**config.mk**
```make
export PLATFORM = sky130hd
export DESIGN_NAME = mips_mem_arbiter
export DESIGN_NICKNAME = d
export VERILOG_FILES = /design/src/rtl/mips_mem_pkg.sv /design/src/rtl/mem_timeout_counter.sv /design/src/rtl/mips_mem_arbiter.sv
export SDC_FILE = /design/constraint.sdc
export NUM_CORES = 1
export LEC_CHECK = 0
export CORE_MARGIN = 5
export CORE_UTILIZATION = 42
export DETAILED_ROUTE_END_ITERATION = 16
export PLACE_DENSITY_LB_ADDON = 0.15
export SYNTH_ARGS = -nofsm -noshare
export SYNTH_HDL_FRONTEND = slang
export SYNTH_HIERARCHICAL = 1
export SYNTH_SLANG_ARGS = --single-unit
```
**constraint.sdc**
```tcl
create_clock -name clk_i -period 2.3 [get_ports clk_i]
set_clock_uncertainty 0.1 [all_clocks]
set_input_delay 0.575 -clock clk_i [delete_from_list [all_inputs] [get_ports clk_i]]
set_output_delay 0.575 -clock clk_i [all_outputs]
set_load 0.1 [all_outputs]
```
**src/rtl/mips_mem_pkg.sv**
```systemverilog
// Shared types and constants for the MIPS unified-memory arbiter.
package mips_mem_pkg;

   typedef enum logic [1:0] {
      IDLE = 2'd0,
      BUSY = 2'd1,
      RESP = 2'd2
   } state_e;

   typedef enum logic {
      GNT_IF = 1'b0,
      GNT_D  = 1'b1
   } grant_e;

   localparam int ADDR_W_DEF  = 32;
   localparam int DATA_W_DEF  = 32;
   localparam int TIMEOUT_DEF = 15;

   // The watchdog only ever needs to hold 0 .. TIMEOUT-1.
   function automatic int tmo_cnt_w(input int timeout);
      return (timeout > 2) ? $clog2(timeout) : 1;
   endfunction

endpackage

```
**src/rtl/mem_timeout_counter.sv**
```systemverilog
// Watchdog for a memory access: counts cycles without mem_ack and flags
// expiry once the count has reached TIMEOUT-1.
module mem_timeout_counter
   import mips_mem_pkg::*;
#(
   parameter int TIMEOUT = TIMEOUT_DEF
) (
   input  logic clk_i,
   input  logic rst_i,
   input  logic clr_i,
   input  logic en_i,
   output logic expired_o
);

   localparam int CNT_W = tmo_cnt_w(TIMEOUT);
   localparam logic [CNT_W-1:0] CNT_LAST = CNT_W'(TIMEOUT - 1);

   logic [CNT_W-1:0] cnt_q;

   // Saturates at the terminal value so a stalled enable can never wrap.
   always_ff @(posedge clk_i) begin
      if (rst_i || clr_i) begin
         cnt_q <= '0;
      end else if (en_i && (cnt_q != CNT_LAST)) begin
         cnt_q <= cnt_q + CNT_W'(1);
      end
   end

   assign expired_o = (cnt_q == CNT_LAST);

endmodule

```
**src/rtl/mips_mem_arbiter.sv**
```systemverilog
// Fetch/data arbiter for the unified single-port memory of the multicycle MIPS core.
// Define MIPS_MEM_ARB_RR_EN for round-robin arbitration instead of data-over-fetch priority.
//
// state | meaning
// IDLE  | sample if_req/d_req, latch the winner onto mem_*
// BUSY  | mem_req high, wait for mem_ack or watchdog expiry
// RESP  | one-cycle ack (and bus_err on timeout) to the granted requester
module mips_mem_arbiter
   import mips_mem_pkg::*;
#(
   parameter int ADDR_W  = ADDR_W_DEF,
   parameter int DATA_W  = DATA_W_DEF,
   parameter int TIMEOUT = TIMEOUT_DEF
) (
   input  logic              clk_i,
   input  logic              rst_i,
   input  logic              if_req_i,
   input  logic [ADDR_W-1:0] if_addr_i,
   output logic              if_ack_o,
   output logic [DATA_W-1:0] if_rdata_o,
   input  logic              d_req_i,
   input  logic              d_we_i,
   input  logic [ADDR_W-1:0] d_addr_i,
   input  logic [DATA_W-1:0] d_wdata_i,
   output logic              d_ack_o,
   output logic [DATA_W-1:0] d_rdata_o,
   output logic              mem_req_o,
   output logic              mem_we_o,
   output logic [ADDR_W-1:0] mem_addr_o,
   output logic [DATA_W-1:0] mem_wdata_o,
   input  logic              mem_ack_i,
   input  logic [DATA_W-1:0] mem_rdata_i,
   output logic              bus_err_o,
   output logic              busy_o
);

   state_e            state_q;
   grant_e            gnt_q;
   grant_e            pick;
   logic              mem_req_q;
   logic              mem_we_q;
   logic [ADDR_W-1:0] mem_addr_q;
   logic [DATA_W-1:0] mem_wdata_q;
   logic              if_ack_q;
   logic              d_ack_q;
   logic [DATA_W-1:0] if_rdata_q;
   logic [DATA_W-1:0] d_rdata_q;
   logic              bus_err_q;
   logic              busy_q;
   logic              tmo_expired;
   logic              in_busy;

`ifdef MIPS_MEM_ARB_RR_EN
   grant_e last_q;

   always_comb begin
      pick = GNT_IF;
      if (d_req_i && if_req_i) begin
         pick = (last_q == GNT_D) ? GNT_IF : GNT_D;
      end else if (d_req_i) begin
         pick = GNT_D;
      end
   end
`else
   assign pick = d_req_i ? GNT_D : GNT_IF;
`endif

   assign in_busy = (state_q == BUSY);

   mem_timeout_counter #(
      .TIMEOUT (TIMEOUT)
   ) u_tmo (
      .clk_i     (clk_i),
      .rst_i     (rst_i),
      .clr_i     (!in_busy),
      .en_i      (in_busy && !mem_ack_i),
      .expired_o (tmo_expired)
   );

   always_ff @(posedge clk_i) begin
      if (rst_i) begin
         state_q     <= IDLE;
         gnt_q       <= GNT_IF;
         mem_req_q   <= 1'b0;
         mem_we_q    <= 1'b0;
         mem_addr_q  <= '0;
         mem_wdata_q <= '0;
         if_ack_q    <= 1'b0;
         d_ack_q     <= 1'b0;
         if_rdata_q  <= '0;
         d_rdata_q   <= '0;
         bus_err_q   <= 1'b0;
         busy_q      <= 1'b0;
`ifdef MIPS_MEM_ARB_RR_EN
         last_q      <= GNT_IF;
`endif
      end else begin
         if_ack_q  <= 1'b0;
         d_ack_q   <= 1'b0;
         bus_err_q <= 1'b0;
         unique case (state_q)
            IDLE: begin
               if (if_req_i || d_req_i) begin
                  gnt_q     <= pick;
                  mem_req_q <= 1'b1;
                  busy_q    <= 1'b1;
                  state_q   <= BUSY;
`ifdef MIPS_MEM_ARB_RR_EN
                  last_q    <= pick;
`endif
                  if (pick == GNT_D) begin
                     mem_we_q    <= d_we_i;
                     mem_addr_q  <= d_addr_i;
                     mem_wdata_q <= d_wdata_i;
                  end else begin
                     mem_we_q    <= 1'b0;
                     mem_addr_q  <= if_addr_i;
                     mem_wdata_q <= '0;
                  end
               end
            end
            BUSY: begin
               // An ack in the last counted cycle takes precedence over expiry.
               if (mem_ack_i || tmo_expired) begin
                  mem_req_q <= 1'b0;
                  mem_we_q  <= 1'b0;
                  bus_err_q <= !mem_ack_i;
                  state_q   <= RESP;
                  if (gnt_q == GNT_D) begin
                     d_ack_q   <= 1'b1;
                     d_rdata_q <= (mem_ack_i && !mem_we_q) ? mem_rdata_i : '0;
                  end else begin
                     if_ack_q   <= 1'b1;
                     if_rdata_q <= mem_ack_i ? mem_rdata_i : '0;
                  end
               end
            end
            RESP: begin
               busy_q  <= 1'b0;
               state_q <= IDLE;
            end
            default: begin
               state_q <= IDLE;
            end
         endcase
      end
   end

   assign mem_req_o   = mem_req_q;
   assign mem_we_o    = mem_we_q;
   assign mem_addr_o  = mem_addr_q;
   assign mem_wdata_o = mem_wdata_q;
   assign if_ack_o    = if_ack_q;
   assign d_ack_o     = d_ack_q;
   assign if_rdata_o  = if_rdata_q;
   assign d_rdata_o   = d_rdata_q;
   assign bus_err_o   = bus_err_q;
   assign busy_o      = busy_q;

endmodule

```
Word level (Yosys, flattened, before mapping)
Index checks and enable logic that the tools add are counted.
- add/sub/neg operators: 1
- multipliers: 0
- div/mod/pow operators: 0
- magnitude comparators: 0
- equality and inequality tests: 6
- shift-type cells: 0
- mux-type cells: 17
- bitwise gates (word level): 3
- reduce and logical (&&, ||, !) cells: 19
- operators by type and width (operator ; number):
    $mux W32 ; 4
    $reduce_and A3 Y1 ; 3
    $mux W1 ; 7
    $pmux W1 S2 ; 3
    $reduce_and A2 Y1 ; 3
    $add A4 B1 Y4 const B ; 1
    $eq A4 B4 Y1 const B ; 1
    $mux W2 ; 2
    $ne A4 B4 Y1 const B ; 1
    $pmux W2 S2 ; 1
    $reduce_bool A2 Y1 ; 2
    $logic_and A1 B1 Y1 ; 3
    $logic_not A1 Y1 ; 3
    $logic_or A1 B1 Y1 ; 3
    $not A1 Y1 ; 3
    $reduce_or A3 Y1 ; 1
    $eq A2 B1 Y1 const B ; 1
    $eq A2 B2 Y1 const B ; 1
    $logic_not A2 Y1 ; 1
    $ne A2 B1 Y1 const B ; 1
    $ne A2 B2 Y1 const B ; 1
- bits in registers: 141
- bits in latches: 0
- bits in writable memories: 0
- memory bits (read-only): 0
- output and inout port bits: 134
- logic and storage cells: 59
- memories kept: 0

Depth between registers and ports, before layout
- depth in word-level cells: 4
- depth in mapped cells: 9
- gate-level depth less buffers: 7

Hierarchy
Netlist, hierarchy kept.
- by module, submodules not included (module ; instances ; cells each ; area an instance (µm²) ; sequential area each (µm²)):
    mips_mem_arbiter ; 1 ; 620 ; 5729.2 ; 2742.6
    mem_timeout_counter ; 1 ; 24 ; 216.5 ; 80.1

Least setup slack after synthesis
No wires, ideal clock.
- path kind: in2reg
- start: input mem_ack_i
- end: register u_tmo.cnt_q[3]
- library setup time: 126 ps
- arrival time: 1589 ps
- slack: 486 ps
- stages on the path: 6
- path buffers: 2
- path through: buf_2 > clkbuf_1 > nor2_1 > nand4_1 > o211ai_1 > o41ai_1
- word-level cells in the longest chain between the ends: 3
- RTL lines (what ; RTL line ; RTL):
    from (decl) ; mips_mem_arbiter.sv:31 ; input logic mem_ack_i,
    $logic_not A1 Y1 ; mips_mem_arbiter.sv:76 ; .en_i (in_busy && !mem_ack_i),
    $logic_and A1 B1 Y1 ; mips_mem_arbiter.sv:76 ;
    $logic_and A1 B1 Y1 ; mem_timeout_counter.sv:24 ; end else if (en_i && (cnt_q != CNT_LAST)) begin
    to (signal assigned) ; mem_timeout_counter.sv:25 ; cnt_q <= cnt_q + CNT_W'(1);
    to (decl) ; mem_timeout_counter.sv:18 ; logic [CNT_W-1:0] cnt_q;
No other way between the ends.
A chain may end at the register's enable or synchronous reset.

Final worst setup path
- start: input if_req_i
- end: register mem_addr_q[7] (netlist: mem_addr_o[7])
- word-level cells in the longest chain between the ends: 2
- RTL lines (what ; RTL line ; RTL):
    from (decl) ; mips_mem_arbiter.sv:17 ; input logic if_req_i,
    $logic_or A1 B1 Y1 ; mips_mem_arbiter.sv:103 ; if (if_req_i || d_req_i) begin
    $reduce_and A2 Y1 (no line) ; n/a ;
    to (signal assigned) ; mips_mem_arbiter.sv:113 ; mem_addr_q <= d_addr_i;
    to (signal assigned) ; mips_mem_arbiter.sv:117 ; mem_addr_q <= if_addr_i;
    to (decl) ; mips_mem_arbiter.sv:42 ; logic [ADDR_W-1:0] mem_addr_q;
No other way between the ends.

==> flow_summary.yaml <==
routing:
  detail_route.wirelength_um: 18990
  avgViaCountPerCell: 5.424
  drt_iter0_drc: 371
  wl_per_cell_um: 17.70
  dr.pass1.iters: 5
  drcViolationCount: 0
  vias: 5820
  antenna_left: 0
layout:
  final_layout_size_suffix_gt1_share_pct: 22.28
  antennaDiodeCount: 0
  final-seq-area_um2: 2824
  synthToLayoutAreaGrowth_pct: 51.62
  final_cell_mix: "buf_4, dfxtp_1, clkdlybuf4s50_1, a21oi_1, nand2_1"
  layout_commonest_cell: "buf_4"
  stdcell_count: 1073
  num-nets-final: 1016
  nFillCells: 1141
  multi_input_area_um2: 2810
placement:
  port-buffer-count: 267
  placed_cells: 1041
  place.gp.congestion: 0.8230
  dpl.hpwl_um: 13540
timing:
  worst_slew_pin_slew_ns: 0.6127
  fin_setup_tns_ns: 0
  slew_viol_final: 0
  slew_headroom_pct: 59.15
  rsz0062_at_grt: "false"
  finalHoldViolations: 0
  setup_viol: 0
  fmax_ghz: 0.5384
  period_share_pct: 80.75
  min_period_ns: 1.857
floorplan:
  pin_count: 268
  die_width_um: 129.0
  coreArea_um2: 13880
  die_h_um: 129.0
  rows: 43
  start_util_pct: 42.83
  die_area_um2: 16640
worst_setup_path:
  cp.arrival_ns: 2.07
  start_kind: "input port"
  crit-reg2reg-capture: "u_tmo/cnt_q[3]"
  path_buf_inv: 1
  cp-startpoint: "if_req_i"
  critPathTopFamily: "simple AND/OR/NAND/NOR gates"
  cp_cell_sequence: "clkdlybuf4s50_1 > or2_2 > a21oi_1 > a211oi_1"
  max_stage_delay_ns: 0.53
  cp_data_required_time_ns: 2.51
  reg2reg_from: "state_q[0]"
  crit_fanout: 33
  cp-end-kind: "flop"
  r2r_setup_slack_ns: 0.46
  path_class: "input port to flop"
  cp_slowest_cell: "or2_2"
  rr_worst_depth: 6
power_and_ir_drop:
  ir_worst_vdd_mv: 0.4906
  power_density_nw_per_um2: 819.2
  leakagePower_uw: 0.003552
global_routing:
  overflow: 0
  grt_pass1_vias: 5972
  grt_usage_pct: 22.19
  grt_start_max_net_pins: 67
  grt_pass1_wl_um: 29640
  antenna_found_initial: 0
flow_run:
  maxCapViolCount: 0
clocking:
  clkTransAtPathRegs_ns: 0.06
  ctsHtreeMaxLevel: 4
  post_cts_buffers: 0
  cts.repair.resized: 0
  root_buffer: "clkbuf_16"
  cts_tree: "built"
  cts_buffer_depth: 2
  cts_sinks: 141
  holdBufCountCts: 0
  cts-buffers-inserted: 17
  insertion_delay_ns: 0.41
yosys:
  synth_seq_cells: 141
  ys_types: 34
  ys.flop_type: "dfxtp_1"
  synth_area_per_cell_um2: 9.232
  ys_seq_area_share_pct: 47.47
  syn_area_um2: 5946
  synth-edff-count: 0
  synthArstFlopShare_pct: 0
  synth_nets: 780
  synth_cells: 644
  ys.warnings.count: 6
worst_hold_path:
  hold_path_depth: 2
  hold_end: "if_rdata_o[13]"
  hold_path_class: "flop to flop"
  hp-start: "if_rdata_o[13]"
status:
  status: "finished clean"
sequential cells by signal, indices dropped and copies added (netlist names), 2 cells and up:
| signal | count |
|---|---|
| d_rdata_o | 32 |
| if_rdata_o | 32 |
| mem_addr_o | 32 |
| mem_wdata_o | 32 |
| state_q | 2 |
| u_tmo/cnt_q | 4 |
worst register-to-register path: stages, from the launching register on:
cell and delay [ns]:
dfxtp_1 0.44, nor2b_2 0.22, inv_2 0.19, nor2_1 0.30, nand4_1 0.18, o211ai_1 0.18
o41ai_1 0.10
synth_stat cells, drive strengths merged, types with 4 or more instances:
library cell / count / share of area [%]
a21oi: 103 / 8.7
buf: 27 / 3.0
nand2b: 32 / 3.4
mux2i: 64 / 11
nand4b: 32 / 4.7
o21ai: 36 / 3.0
inv: 4 / 0.25
clkbuf: 42 / 2.7
a211oi: 32 / 4.0
nor2: 8 / 0.55
o31ai: 32 / 4.0
dfxtp: 141 / 47
nand2: 69 / 4.4
how the worst max path moves through the flow:
stage | to | slack, ns | cells after the start
floorplan | u_tmo/cnt_q[3] | 0.49 | 6
global placement | d_rdata_o[1] | 0.18 | 5
detailed placement | mem_addr_o[18] | 0.09 | 4
CTS | d_rdata_o[6] | 0.46 | 8
global route | u_tmo/cnt_q[3] | 0.29 | 6
finish | mem_addr_o[7] | 0.44 | 4
per-stage QoR:
step	hold WS [ns]	utilization (%)	setup slack (ns)	total power, µW	cell area [µm²]
floorplan	0.3617	-	0.4856	4127	5946
global placement	0.3550	60.76	0.1808	4731	8434
detailed placement	0.3659	60.76	0.09261	4755	8434
CTS	0.3739	64.95	0.4558	7440	9015
global route	0.3880	64.95	0.2883	7644	9015
finish	0.3718	64.95	0.4427	7385	9015
final cells by class:
type,instances,share of cell area [%]
clock inverter,7,0.9438
timing repair buffer,286,28.40
clock buffer,25,5.496
tap,180,2.498
sequential,141,31.33
inverter,4,0.1666
multi-input combinational,430,31.17
metal layers:
layer / routed length [µm] / GRT usage (%) / vias to the layer above
li1: - / - / 2789
met1: 7317 / 25.04 / 2744
met2: 9227 / 36.95 / 246
met3: 1908 / 8.800 / 41
met4: 537 / 10.07 / 0
met5: 0 / 0 / -
report_power, final:
group	switching, µW	internal, µW
logic	1450	584
clock network	978	1700
registers	81.7	2580
cell families (layout without fill, tap and decap cells):
group	count (synthesis)	in the layout	synth area share, %
fa+ha+maj	2	2	0.4208
simple gates	156	156	14.98
flops	141	141	47.47
compound gates	208	208	20.48
buf+inv	73	322	5.871
mux	64	64	10.77
(Power assumes the default switching activity.)
